[src/rtl/fetch_stage.sv]
// ============================================================================
// Module  : fetch_stage
// Brief   : Instruction fetch stage with IF/ID register, redirect and fault FSM.
// Revision: 1.0 - initial release
// ============================================================================
`default_nettype none

module fetch_stage #(
    parameter logic [31:0] RESET_PC   = 32'd0,
    parameter int unsigned IMEM_BYTES = 400
) (
    input  logic        clk,
    input  logic        rst_n,
    output logic [31:0] pc_out,
    input  logic [31:0] instr_in,
    input  logic        redirect_valid,
    input  logic [31:0] redirect_pc,
    input  logic        id_ready,
    output logic        if_valid,
    output logic [31:0] if_instr,
    output logic [31:0] if_pc,
    output logic [31:0] if_pc4,
    output logic        fault,
    output logic [1:0]  fault_code,
    output logic [15:0] fetch_count
);

    localparam logic [31:0] c_LAST_PC    = IMEM_BYTES - 4;
    localparam logic [1:0]  c_CODE_NONE  = 2'b00;
    localparam logic [1:0]  c_CODE_ALIGN = 2'b01;
    localparam logic [1:0]  c_CODE_RANGE = 2'b10;

    typedef enum logic [0:0] {
        S_RUN   = 1'b0,
        S_FAULT = 1'b1
    } state_t;

    state_t      r_state;
    logic [31:0] r_pc;
    logic        r_if_valid;
    logic [31:0] r_if_instr;
    logic [31:0] r_if_pc;
    logic [1:0]  r_fault_code;
    logic [15:0] r_fetch_count;

    logic        w_misaligned;
    logic        w_out_of_range;
    logic        w_pc_bad;
    logic [1:0]  w_bad_code;
    logic        w_advance;
    logic        w_accept;

    // Misalignment wins over out-of-range when both apply.
    assign w_misaligned   = (r_pc[1:0] != 2'b00);
    assign w_out_of_range = (r_pc > c_LAST_PC);
    assign w_pc_bad       = w_misaligned || w_out_of_range;
    assign w_bad_code     = w_misaligned   ? c_CODE_ALIGN :
                            w_out_of_range ? c_CODE_RANGE : c_CODE_NONE;
    assign w_advance      = !r_if_valid || id_ready;
    assign w_accept       = r_if_valid && id_ready && !redirect_valid;

    always_ff @(posedge clk or negedge rst_n) begin
        if (!rst_n) begin
            r_state       <= S_RUN;
            r_pc          <= RESET_PC;
            r_if_valid    <= 1'b0;
            r_if_instr    <= 32'd0;
            r_if_pc       <= 32'd0;
            r_fault_code  <= c_CODE_NONE;
            r_fetch_count <= 16'd0;
        end else begin
            if (w_accept) begin
                r_fetch_count <= r_fetch_count + 16'd1;
            end

            // A redirect flushes the IF/ID entry regardless of decode readiness.
            if (redirect_valid) begin
                r_state      <= S_RUN;
                r_pc         <= redirect_pc;
                r_if_valid   <= 1'b0;
                r_fault_code <= c_CODE_NONE;
            end else begin
                case (r_state)
                    S_RUN: begin
                        if (w_pc_bad) begin
                            r_state      <= S_FAULT;
                            r_fault_code <= w_bad_code;
                            if (id_ready) begin
                                r_if_valid <= 1'b0;
                            end
                        end else if (w_advance) begin
                            r_if_instr <= instr_in;
                            r_if_pc    <= r_pc;
                            r_if_valid <= 1'b1;
                            r_pc       <= r_pc + 32'd4;
                        end
                    end
                    S_FAULT: begin
                        if (id_ready) begin
                            r_if_valid <= 1'b0;
                        end
                    end
                    default: begin
                        r_state <= S_RUN;
                    end
                endcase
            end
        end
    end

    assign pc_out      = r_pc;
    assign if_valid    = r_if_valid;
    assign if_instr    = r_if_instr;
    assign if_pc       = r_if_pc;
    assign if_pc4      = r_if_pc + 32'd4;
    assign fault       = (r_state == S_FAULT);
    assign fault_code  = r_fault_code;
    assign fetch_count = r_fetch_count;

endmodule

`default_nettype wire

[config.mk]
export PLATFORM = sky130hd
export DESIGN_NAME = fetch_stage
export DESIGN_NICKNAME = d
export VERILOG_FILES = /design/src/rtl/fetch_stage.sv
export SDC_FILE = /design/constraint.sdc
export NUM_CORES = 1
export LEC_CHECK = 0
export ABC_AREA = 1
export ABC_CLOCK_PERIOD_IN_PS = 4000
export BUFFER_PORTS_ARGS = -buffer_cell sky130_fd_sc_hd__buf_2
export CORE_AREA = 5 5 113 115
export CTS_CLUSTER_SIZE = 12
export DETAILED_ROUTE_END_ITERATION = 10
export DIE_AREA = 0 0 118 120
export GPL_TIMING_DRIVEN = 0
export PLACE_DENSITY = 0.8
export SETUP_SLACK_MARGIN = 0.4
export SYNTH_ARGS = -nofsm -noshare
export SYNTH_HDL_FRONTEND = slang
export SYNTH_SLANG_ARGS = --single-unit
[constraint.sdc]
create_clock -name clk -period 4 [get_ports clk]
set_input_delay 0.8 -clock clk [delete_from_list [all_inputs] [get_ports clk]]
set_output_delay 0.8 -clock clk [all_outputs]
set_load 0.02 [all_outputs]
# Word level (Yosys, flattened, before mapping)
# Cells that the tools add are included.
# W data, S select, Z words.
# classes
add_sub_neg	3
n_mul	0
div	0
magnitude_cmp	1
eq_ne	3
shifts	0
muxes	17
bitwise_logic	3
reduce_logical	12
# op_table
operator	count
$mux W32	4
$add A32 B3 Y32 const B	2
$gt A32 B9 Y1 const B	1
$add A16 B1 Y16 const B	1
$mux W2	5
$mux W1	7
$reduce_bool A2 Y1	3
$ne A2 B2 Y1 const B	2
$ne A4 B4 Y1 const B	1
$reduce_and A4 Y1	1
$not A1 Y1	3
$reduce_and A3 Y1	1
$logic_and A1 B1 Y1	2
$logic_not A1 Y1	2
$logic_or A1 B1 Y1	2
$pmux W1 S2	1
$reduce_and A2 Y1	1
# totals
regBits	116
latch_bits	0
ram_bits	0
romBits	0
output_inout_bits	148
n_memories	0

# Depth between registers and ports, before layout
# Gate-level depths: netlist of the first run.
# logic_depth
ltp_word	6
mapped_depth	12
depth_no_buf	10

# Worst setup path after synthesis of the first run
# No wires, ideal clock.
# synth_timing
path_type	register -> output
from	reg r_if_pc[3] (netlist: if_pc[3])
to	out if_pc4[20]
t_arrival_ns	1.824
required_time_ns	3.200
slack_ns	1.376
path_stages_with_launch	8
cell_sequence	dfrtp_1 -> ha_1 -> nand3_1 -> inv_2 -> nand3_1 -> nor3_1 -> nand4_1 -> xnor2_1
# synth_between
elab_chain_len	1
# synth_rtl
element	line	text
from (decl)	42	logic [31:0] r_if_pc;
from (signal assigned)	93	r_if_pc <= r_pc;
$add A32 B3 Y32	115	assign if_pc4 = r_if_pc + 32'd4;
to (decl)	22	output logic [31:0] if_pc4,
# No other way between the ends.

# Worst setup path after layout of the first run
# layout_timing
from	reg r_if_pc[2] (netlist: if_pc[2])
to	out if_pc4[20]
# Same word-level chain as after synthesis.

==> results of run 1 <==
==> worst paths after layout <==
path,end,cells after the start,slack (ns),startpoint
setup reg to reg,if_pc[6],11,2.05,pc_out[2]
min in group clk,if_instr[2],2,0.46,if_instr[2]
max in group asynchronous,if_instr[3],2,2.99,rst_n
hold / removal,fetch_count[12],1,0.32,rst_n
setup / recovery,if_pc4[20],8,0.68,if_pc[2]
hold reg to reg,if_instr[2],2,0.46,if_instr[2]
==> cells by family (layout without fill, tap and decap cells) <==
group | Yosys count | after routing | synth area share [%]
AOI/OAI and AO/OA | 8 | 8 | 0.704
DFF | 116 | 116 | 51.1
muxes | 2 | 2 | 0.396
and+or+nand+nor | 419 | 419 | 33.0
buffers and inverters | 93 | 340 | 7.09
xor gates and xnor gates | 46 | 46 | 7.09
adders and majority gates | 3 | 3 | 0.660
==> placed cells by master, fill, tap and decap left out <==
cell type / count
nor2_2: 1
bufinv_16: 2
ha_1: 3
buf_4: 3
buf_6: 6
buf_2: 218
clkinv_2: 5
o21ai_0: 6
dfrtp_1: 116
or2_2: 1
nand4_1: 64
mux2_2: 2
nand4_2: 1
nor3_2: 4
a21oi_1: 2
nand2_1: 236
nand3_1: 50
clkbuf_1: 21
clkbuf_16: 17
clkbuf_8: 2
inv_1: 31
buf_1: 2
nand3b_1: 1
clkinvlp_4: 3
nor3_1: 11
buf_16: 1
nor4_1: 4
or2_1: 1
nand3_2: 2
inv_2: 29
nor2_1: 43
xor2_1: 27
xnor2_1: 19
==> worst max-delay path: stages, from the launching register on <==
cell	delay, ns
dfrtp_1	0.42
ha_1	0.25
nand3_1	0.22
inv_2	0.14
nand3_1	0.13
nor3_1	0.39
nand4_1	0.20
xnor2_1	0.19
buf_2	0.19
==> flip-flops by register name (all words and copies together), names as in the netlist <==
register / count
fetch_count: 16
pc_out: 32
if_instr: 32
fault_code: 2
fault: 1
if_valid: 1
if_pc: 32
==> cell type report <==
type | count | area (µm²) | share of cell area, %
tap | 147 | 184 | 2.44
clock inverter | 10 | 108 | 1.43
clock buffer | 21 | 460 | 6.10
multi-input combinational | 478 | 2380 | 31.5
inverter | 60 | 225 | 2.98
buffer | 33 | 178 | 2.35
timing repair buffer | 216 | 1110 | 14.7
sequential | 116 | 2900 | 38.5
==> power by group through the flow <==
stage / Clock [W] / Sequential, W / Combinational (W)
2_1_floorplan: 0 / 0.00130 / 0.0000813
6_report: 0.00145 / 0.00125 / 0.000242
3_5_place_dp: 0 / 0.00127 / 0.000245
3_3_place_gp: 0 / 0.00126 / 0.000237
5_1_grt: 0.00153 / 0.00125 / 0.000271
4_1_cts: 0.00148 / 0.00125 / 0.000246
==> metrics by stage <==
stage	cells	utilization (%)	setup WS, ns
CTS	1081	64.4	0.678
global route	1081	64.4	0.576
detailed placement	1050	59.6	1.12
finish	1081	64.4	0.680
floorplan	687	-	1.38
global placement	1049	59.3	0.703
==> layer usage <==
| layer | up-vias | part of all wire (%) | wire length [µm] | track usage, % |
|---|---|---|---|---|
| met5 | - | 0 | 0 | 0 |
| met4 | 0 | 1.5 | 248 | 7.67 |
| met3 | 26 | 8.2 | 1360 | 6.83 |
| met2 | 246 | 48 | 8040 | 39.5 |
| met1 | 2576 | 42 | 6940 | 29.8 |
| li1 | 2701 | - | - | - |
==> key figures, run 1 <==
Synth
  – Post-synthesis average cell area: 8.28 µm²
  – Synth Instances: between 600 and 700
  – Post-synth design cell area: between 5000 and 6000 µm²
  – Ranking of synthesized cells by area: dfrtp_1, nand2_1, nand4_1
  – Number of synthesized flops with an enable pin: 0
  – Register area share after synthesis: between 50% and 60%
  – Syn_nets: 758
  – Synthesis-stage register bit count: ~120
  – Area leader, netlist: dfrtp_1
  – Count leader, synth: nand2_1
  – Post-synth top cells: nand2_1, dfrtp_1, nand4_1
  – Synth Flop Type: dfrtp_1
  – Netlist cell types: 27
  – Ys async rst share: 100%
  – Yosys warns: 0
  – Yosys top cell area share: a little over 50%

STA
  – Slew Viols, Final: 0
  – WHS: approximately 0.32 ns
  – Final period util: 83.0%
  – Final setup viols: 0
  – Clock Skew: 0.0104 ns
  – F_max: around 300 MHz
  – Slew Limit Headroom: 65.7%
  – RSZ-0062 raised after global routing: false
  – Min cycle time layout: ~3.3 ns
  – Setup tns final: 0 ns
  – Fin. Hold Viols: 0
  – Worst Tran Pin Value: between 0.5 and 0.6 ns

Floorplanning
  – Die ar.: between 10,000 and 15,000 µm²
  – Chip Height: 120 µm
  – Initial core utilization: 48.5%
  – Core ar.: 11,700 µm²
  – Num rows: 40
  – Die width: roughly 120 µm
  – # IOs: approximately 220

Clock network
  – CTS Buf Count: 17
  – Clock Latency Late Sink: about 0.4 ns
  – Worst-path clk slew: approximately 0.050 ns
  – Root buffer cell: clkbuf_16
  – Clock sink count: around 120
  – CTS hold repair buffers: 0
  – Longest Clk Path Bufs: 2
  – Setup Buffers After CTS: 0
  – CTS tree: yes
  – CTS HTree Levels: 4
  – Resized cells post-CTS: 0

Placement
  – Cell area after placement: about 7000 µm²
  – Routability cong.: between 0.9 and 1
  – Detailed placer's ending HPWL: 12,600 µm
  – Port Buffer Count: between 200 and 250

Route
  – DRT Pass-1 Iters: 5
  – Via count of the routed design: roughly 5.5k
  – Starting DRT DRC Count: 474
  – Avg WL per Cell: between 15 and 20 µm
  – DR DRC count: 0
  – DRT antenna net count: 0
  – Post-Route WL: between 15,000 and 20,000 µm
  – Via-per-instance ratio: around 5.1

Critical path
  – Kind of critical path: flip-flop to primary output
  – Critical path required time: about 3.2 ns
  – WP data arrival: 2.52 ns
  – Worst setup SP type: flip-flop
  – Crit path capture type: primary output
  – Worst Path Max Fanout: 5

Global routing
  – First-pass GRT wire length: between 20,000 and 30,000 µm
  – Initial antenna violation count: 0
  – Largest net degree at the start of global routing: 73
  – Vias in the first global route: 5,559
  – GR Util All Layers: roughly a quarter
  – Total grt overflow: 0

Final layout
  – Nets: roughly 1,000
  – Antenna cells: 0
  – Area added between synthesis and finish: 32.7%
  – Post-route cell area: around 7500 µm²
  – Fraction of layout cells with a size suffix above 1: approximately a third
  – Fill count: around 1.0k

Power and ir drop
  – Peak supply drop: 0.194 mV
  – Sequential Power Share: a little over two fifths
  – Sw Share: about a quarter
  – Clock power frac: ~49%
  – Leakage power: between 4 and 5 nW
  – Power Density: roughly 400 nW/µm²
  – Internal: between 0.002 and 0.0025 W
  – Combinational power share: 8.2%
  – Sw Pwr: approximately 0.0007 W
  – Total power: a little under 0.003 W

Status
  – Status: completed

Job
  – Max_cap viols: 0

Worst hold path
  – Hold Crit Class: primary input to async pin
Power figures use the tool's default switching activity.
==> run 2: changes to the inputs <==
Settings changed: ABC_AREA 1 to 0, ABC_CLOCK_PERIOD_IN_PS 4000 to 2700, CORE_AREA 5 5 113 115 to 5 5 115 117, DIE_AREA 0 0 118 120 to 0 0 120 122, PLACE_DENSITY 0.8 to 0.75.
Clock period 4 ns to 2.7 ns, I/O delays scaled along.
==> run 2 against run 1 <==
The run now ends with setup timing left. Cell area grew 2.9%. Setup slack worse by 0.72 ns. Clock-buffer cell count shrank 2. Via count down 23%. Cell count shrank 23%. Combinational power increased by 29%. Critical path type unchanged. Largest power group unchanged. Highest routed layer unchanged.
==> key figures, run 2 <==
Route
  – Starting DRT DRC Count: 244
  – DRT Pass-1 Iters: 4
  – Routed metal-1 wirelength: a little over 6000 µm
  – DR WL met3: approximately 1100 µm
  – Post-Route WL: ~15,000 µm
  – Max Used Layer: met4
  – Avg WL per Cell: 18.1 µm
  – DRT antenna net count: 0
  – DR DRC count: 0
  – Met2 routed wirelength: between 7000 and 8000 µm
  – Via count of the routed design: 4,264
  – Via-per-instance ratio: roughly 5.1

STA
  – Worst setup margin: -0.0447 ns
  – Clock Skew: around 0.011 ns
  – RSZ-0062 raised after global routing: true
  – Final period util: 102%
  – Fin. Hold Viols: 0
  – Final setup viols: 3
  – Min cycle time layout: roughly 2.7 ns
  – WHS: roughly 0.19 ns
  – F_max: between 300 and 400 MHz
  – Worst Tran Pin Value: 0.799 ns
  – Slew Viols, Final: 0
  – Slew Limit Headroom: around 47%

Critical path
  – Critical Path Max Stage Delay: 0.41 ns
  – Cell repeated most along the worst path: nand4_1
  – Crit path capture type: primary output
  – Critical path required time: 2.16 ns
  – Crit-path cells: and2_1 -> nand4_1 -> nor4_2 -> nand4_1 -> xnor2_1 -> buf_2
  – Worst setup SP type: flip-flop
  – Worst path slowest cell: dfrtp_2
  – Kind of critical path: flip-flop to primary output
  – CP top delay family: simple AND/OR/NAND/NOR gates
  – Worst Path Max Fanout: 6
  – Buf+Inv Stages, Crit Path: 1
  – WP data arrival: around 2.2 ns

Floorplanning
  – Chip Height: roughly 120 µm
  – Initial core utilization: between 40 and 50%
  – Die ar.: approximately 15,000 µm²
  – Core ar.: about 12,000 µm²
  – Num rows: 41
  – # IOs: between 200 and 250
  – Die width: between 100 and 150 µm

Placement
  – # placed instances: 768
  – Port Buffer Count: between 200 and 250
  – Detailed placer's ending HPWL: just over 10,000 µm
  – Routability cong.: roughly 0.86

Synth
  – Post-synth top cells: dfrtp_1, xnor2_1, mux2_1
  – Ys async rst share: 100%
  – Netlist cell types: 35
  – Area leader, netlist: dfrtp_1
  – Post-synth design cell area: 5100 µm²
  – Syn_nets: 473
  – Yosys warns: 0
  – Post-synthesis average cell area: roughly 13 µm²
  – Number of synthesized flops with an enable pin: 0
  – Ranking of synthesized cells by area: dfrtp_1, mux2_1, xnor2_1
  – Synth Flop Type: dfrtp_1
  – Yosys top cell area share: a little under three fifths
  – Synthesis-stage register bit count: approximately 120
  – Count leader, synth: dfrtp_1
  – Synth Instances: around 400
  – Register area share after synthesis: between 50% and 60%

Global routing
  – Initial antenna violation count: 0
  – Largest net degree at the start of global routing: 60
  – First-pass GRT wire length: about 22,000 µm
  – Total grt overflow: 0
  – GR Util All Layers: 19.8%
  – Vias in the first global route: around 4.3k

Final layout
  – Fill count: about 900
  – Fin cells: about 840
  – Seq. cell area: 2920 µm²
  – Area of the multi-input gates: around 2400 µm²
  – Commonest non-fill, non-tap cell in the layout: buf_2
  – Commonest cells after routing, fill and taps aside: buf_2, dfrtp_1, buf_4
  – Nets: 744
  – Area added between synthesis and finish: 52.3%
  – Antenna cells: 0
  – Fraction of layout cells with a size suffix above 1: a little under three fifths

Clock network
  – Longest Clk Path Bufs: 2
  – Worst-path clk slew: ~0.05 ns
  – CTS tree: yes
  – CTS Buf Count: 17
  – Root buffer cell: clkbuf_16
  – Clock sink count: 116
  – CTS hold repair buffers: 0
  – Clock Latency Late Sink: about 0.4 ns
  – CTS HTree Levels: 4

Status
  – Status: finished with violations
  – Failing checks: setup timing

Power and ir drop
  – Leakage power: 4.20 nW
  – Peak supply drop: about 0.43 mV
  – Power Density: 594 nW/µm²

Job
  – Max_cap viols: 0

Worst hold path
  – Hold Crit Class: primary input to async pin
## run 2: cell types whose count changed after synthesis, sizes merged, moves of 24 or more
cell	before	now
nor2	44	11
inv	60	6
nand3	52	19
nand4	65	12
nand2	236	24
mux2	2	67
nor2b	0	24
## run 2: logic make-up after synthesis
kind of cell,count (synthesis),synth area share [%]
AND/OR/NAND/NOR,131,14.9
flip-flops,116,57.0
multiplexers,68,15.0
XOR/XNOR,48,8.25
buffers and inverters,21,2.41
AO/OA/AOI/OAI,15,1.74
adder cells (fa/ha/maj),3,0.737
## run 2: area by class of cell
class | instances | area share, %
Sequential cell | 116 | 37.6
Multi-Input combinational cell | 265 | 30.9
Timing Repair Buffer | 252 | 18.7
Clock buffer | 19 | 5.71
Clock inverter | 13 | 2.66
Tap cell | 150 | 2.42
Buffer | 15 | 1.69
Inverter | 6 | 0.290
## run 2: worst register-to-register path, delay by kind of cell (launching register included)
kind | cells | cell delay (ns)
buffers and inverters | 2 | 0.36
and+or+nand+nor | 4 | 0.99
muxes | 1 | 0.37
DFF | 1 | 0.41
## run 2: path summary, 6_finish.rpt
path	endpoint	startpoint	depth (start not counted)	slack [ns]
setup reg to reg	if_instr[12]	pc_out[24]	7	0.43
max in group asynchronous	if_pc[8]	rst_n	2	1.75
setup / recovery	if_pc4[26]	if_pc[16]	6	-0.04
min in group clk	pc_out[4]	redirect_pc[4]	3	0.33
hold / removal	if_pc[18]	rst_n	1	0.19
hold reg to reg	fetch_count[15]	fetch_count[15]	1	0.47
## run 2: metrics by stage
| stage | setup slack (ns) | TNS (ns) | power (W) | cell area (µm²) | util (%) |
|---|---|---|---|---|---|
| 2_1_floorplan | 0.403 | 0 | 0.00201 | 5190 | - |
| 3_3_place_gp | -0.419 | -25.70 | 0.00217 | 6460 | 52.7 |
| 3_5_place_dp | 0.162 | 0 | 0.00219 | 6490 | 52.9 |
| 4_1_cts | 0.0970 | 0 | 0.00466 | 7530 | 61.4 |
| 5_1_grt | -0.144 | -0.330 | 0.00478 | 7760 | 63.3 |
| 6_report | -0.0447 | -0.0606 | 0.00461 | 7760 | 63.3 |
## run 2: routing by layer
metal	global-route usage (%)	vias to the layer above
li1	-	1948
met1	24.5	2091
met2	32.9	195
met3	5.76	30
met4	7.30	0
met5	0	-
## run 2: report_power, final
part	leakage, nW	internal, W	switching, W
sequential	1.51	0.00179	0.0000630
combinational	2.39	0.000132	0.000181
clock	0.301	0.00166	0.000788
## run 2: timing repair
item                                    4_1_cts  5_1_grt
hold endpoints to repair                      0        0
gates resized for setup                      55       38
setup buffers                                28        8
pin swaps                                    19       13
endpoints found under the setup margin       82       56
gates cloned                                  0        0
==> run 3: changes to the inputs <==
Settings changed: CAP_MARGIN set to 20, CORE_AREA 5 5 115 117 to 5 5 113 115, CTS_BUF_LIST set to sky130_fd_sc_hd__clkbuf_4 sky130_fd_sc_hd__clkbuf_8, DIE_AREA 0 0 120 122 to 0 0 118 120, PLACE_DENSITY 0.75 to 0.78.
==> run 3 against run 2 <==
The flow still finishes with violations (setup timing). First-iteration DRC count increased by 8.6%. Critical path depth unchanged. Cell count increased by 1.8%. Critical path type unchanged. Sequential share of layout area decreased by 0.18 points. Register-to-register slack improved by 0.06 ns.
==> key figures, run 3 (same netlist as run 2, synthesis figures left out) <==
Route
  – Avg WL per Cell: around 18 µm
  – Post-Route WL: 15,500 µm
  – Via count of the routed design: 4,269
  – Via-per-instance ratio: approximately 5
  – Starting DRT DRC Count: between 200 and 300
  – Max Used Layer: met4
  – Routed metal-1 wirelength: roughly 6300 µm
  – Met2 routed wirelength: 7860 µm
  – DRT antenna net count: 0
  – DR DRC count: 0
  – DR WL met3: around 1200 µm
  – DRT Pass-1 Iters: 4

STA
  – Worst Tran Pin Value: between 0.5 and 0.6 ns
  – Slew Viols, Final: 0
  – Worst setup margin: -0.0892 ns
  – Fin. Hold Viols: 0
  – WHS: 0.109 ns
  – Slew Limit Headroom: around 60%
  – RSZ-0062 raised after global routing: true
  – Min cycle time layout: approximately 2.8 ns
  – F_max: between 300 and 400 MHz
  – Clock Skew: approximately 0.012 ns
  – Final setup viols: 2
  – Final period util: 103%

Final layout
  – Final core occ: approximately 67%
  – Commonest cells after routing, fill and taps aside: buf_2, dfrtp_1, buf_4
  – Antenna cells: 0
  – Area added between synthesis and finish: 53.0%
  – Nets: between 700 and 800
  – Fraction of layout cells with a size suffix above 1: between 50% and 60%
  – Seq. cell area: approximately 3000 µm²
  – Commonest non-fill, non-tap cell in the layout: buf_2
  – Fill count: between 800 and 900
  – Area of the multi-input gates: roughly 2500 µm²

Floorplanning
  – Core ar.: 11,700 µm²
  – Die ar.: 14,200 µm²
  – Die width: between 100 and 150 µm
  – # IOs: around 220
  – Initial core utilization: 43.5%
  – Chip Height: ~120 µm
  – Num rows: 40

Clock network
  – Root buffer cell: clkbuf_8
  – CTS HTree Levels: 4
  – Longest Clk Path Bufs: 2
  – Clock sink count: between 100 and 150
  – Worst-path clk slew: 0.08 ns
  – CTS hold repair buffers: 0
  – CTS tree: yes
  – Clock Latency Late Sink: around 0.41 ns
  – CTS Buf Count: 17

Global routing
  – Largest net degree at the start of global routing: between 70 and 80
  – First-pass GRT wire length: around 23,000 µm
  – GR Util All Layers: between 20% and 30%
  – Initial antenna violation count: 0
  – Total grt overflow: 0
  – Vias in the first global route: ~4.4k

Job
  – Max_cap viols: 0

Status
  – Failing checks: setup timing
  – Status: finished with violations

Critical path
  – Register-to-register setup slack: between 0.4 and 0.5 ns
  – R2r worst-path depth: 7
  – Crit. Startpoint: if_pc[13]
  – Reg2reg end: if_instr[11]
  – Critical Path Sink: if_pc4[31]
  – Worst setup SP type: flip-flop
  – WP data arrival: ~2.3 ns
  – Kind of critical path: flip-flop to primary output
  – Worst Path Max Fanout: 4
  – Critical path required time: 2.16 ns
  – Crit path capture type: primary output
  – FF-to-FF Start: pc_out[30]

Power and ir drop
  – Power Density: between 400 and 500 nW/µm²
  – Leakage power: roughly 4.2 nW
  – Peak supply drop: ~0.34 mV

Placement
  – Port Buffer Count: between 200 and 250
  – Detailed placer's ending HPWL: 10,100 µm
  – Routability cong.: approximately 0.86

Worst hold path
  – Hold Crit Class: primary input to async pin
-- run 3: changes by cell type in the layout (fill, tap and decap cells not counted), moves of 4 or more --
cell       before  now
mux2_4          0   20
mux2_1         39   19
nand3_2         2    6
buf_8           1    5
clkbuf_8        1   19
clkbuf_16      17    4
buf_4          55   67
-- run 3: worst min-delay path by stage --
stage	slack, ns	to	depth (start not counted)	startpoint
6_report	0.11	if_pc[17]	1	rst_n
5_1_grt	0.13	if_pc[18]	1	rst_n
4_1_cts	0.10	if_pc[17]	1	rst_n
3_5_place_dp	0.46	fetch_count[15]	1	fetch_count[15]
3_3_place_gp	0.46	fetch_count[15]	1	fetch_count[15]
2_1_floorplan	0.24	fault	0	rst_n
-- run 3: metrics by stage --
step | TNS [ns] | cells | power (W) | cell area [µm²] | worst slack, ns
finish | -0.116 | 851 | 0.00374 | 7790 | -0.0892
global route | -0.790 | 851 | 0.00393 | 7790 | -0.167
CTS | 0 | 831 | 0.00378 | 7370 | 0.0339
detailed placement | 0 | 765 | 0.00219 | 6480 | 0.196
global placement | -25.54 | 764 | 0.00217 | 6450 | -0.421
floorplan | 0 | 402 | 0.00201 | 5190 | 0.403
-- run 3: final cells by class --
type	count	share of cell area, %
Multi-Input combinational cell	265	31.4
Buffer	15	2.05
Tap cell	147	2.36
Timing Repair Buffer	270	21.3
Clock inverter	12	1.69
Sequential cell	116	37.4
Clock buffer	20	3.45
Inverter	6	0.289
-- run 3: where the power goes --
group          internal (W)  switching, W
sequential          0.00179     0.0000569
combinational      0.000135      0.000181
clock              0.000876      0.000703
total               0.00280      0.000941
-- run 3: what timing repair did --
action,4_1_cts,5_1_grt
resized for setup,64,57
setup buffers,34,16
cloned,0,4
pin swaps,35,23
setup endpoints to repair,63,59
-- run 3: worst max-delay path, cell delays in order (launching register included) --
cell	delay (ns)
dfrtp_2	0.37
and4_4	0.22
nand4_1	0.20
nor4_4	0.33
nand4_1	0.30
xnor2_2	0.25
buf_4	0.17
-- run 3: layer usage --
layer	up-vias	track usage (%)
li1	1996	-
met1	2087	25.1
met2	170	33.8
met3	16	7.59
met4	0	5.52
met5	-	0
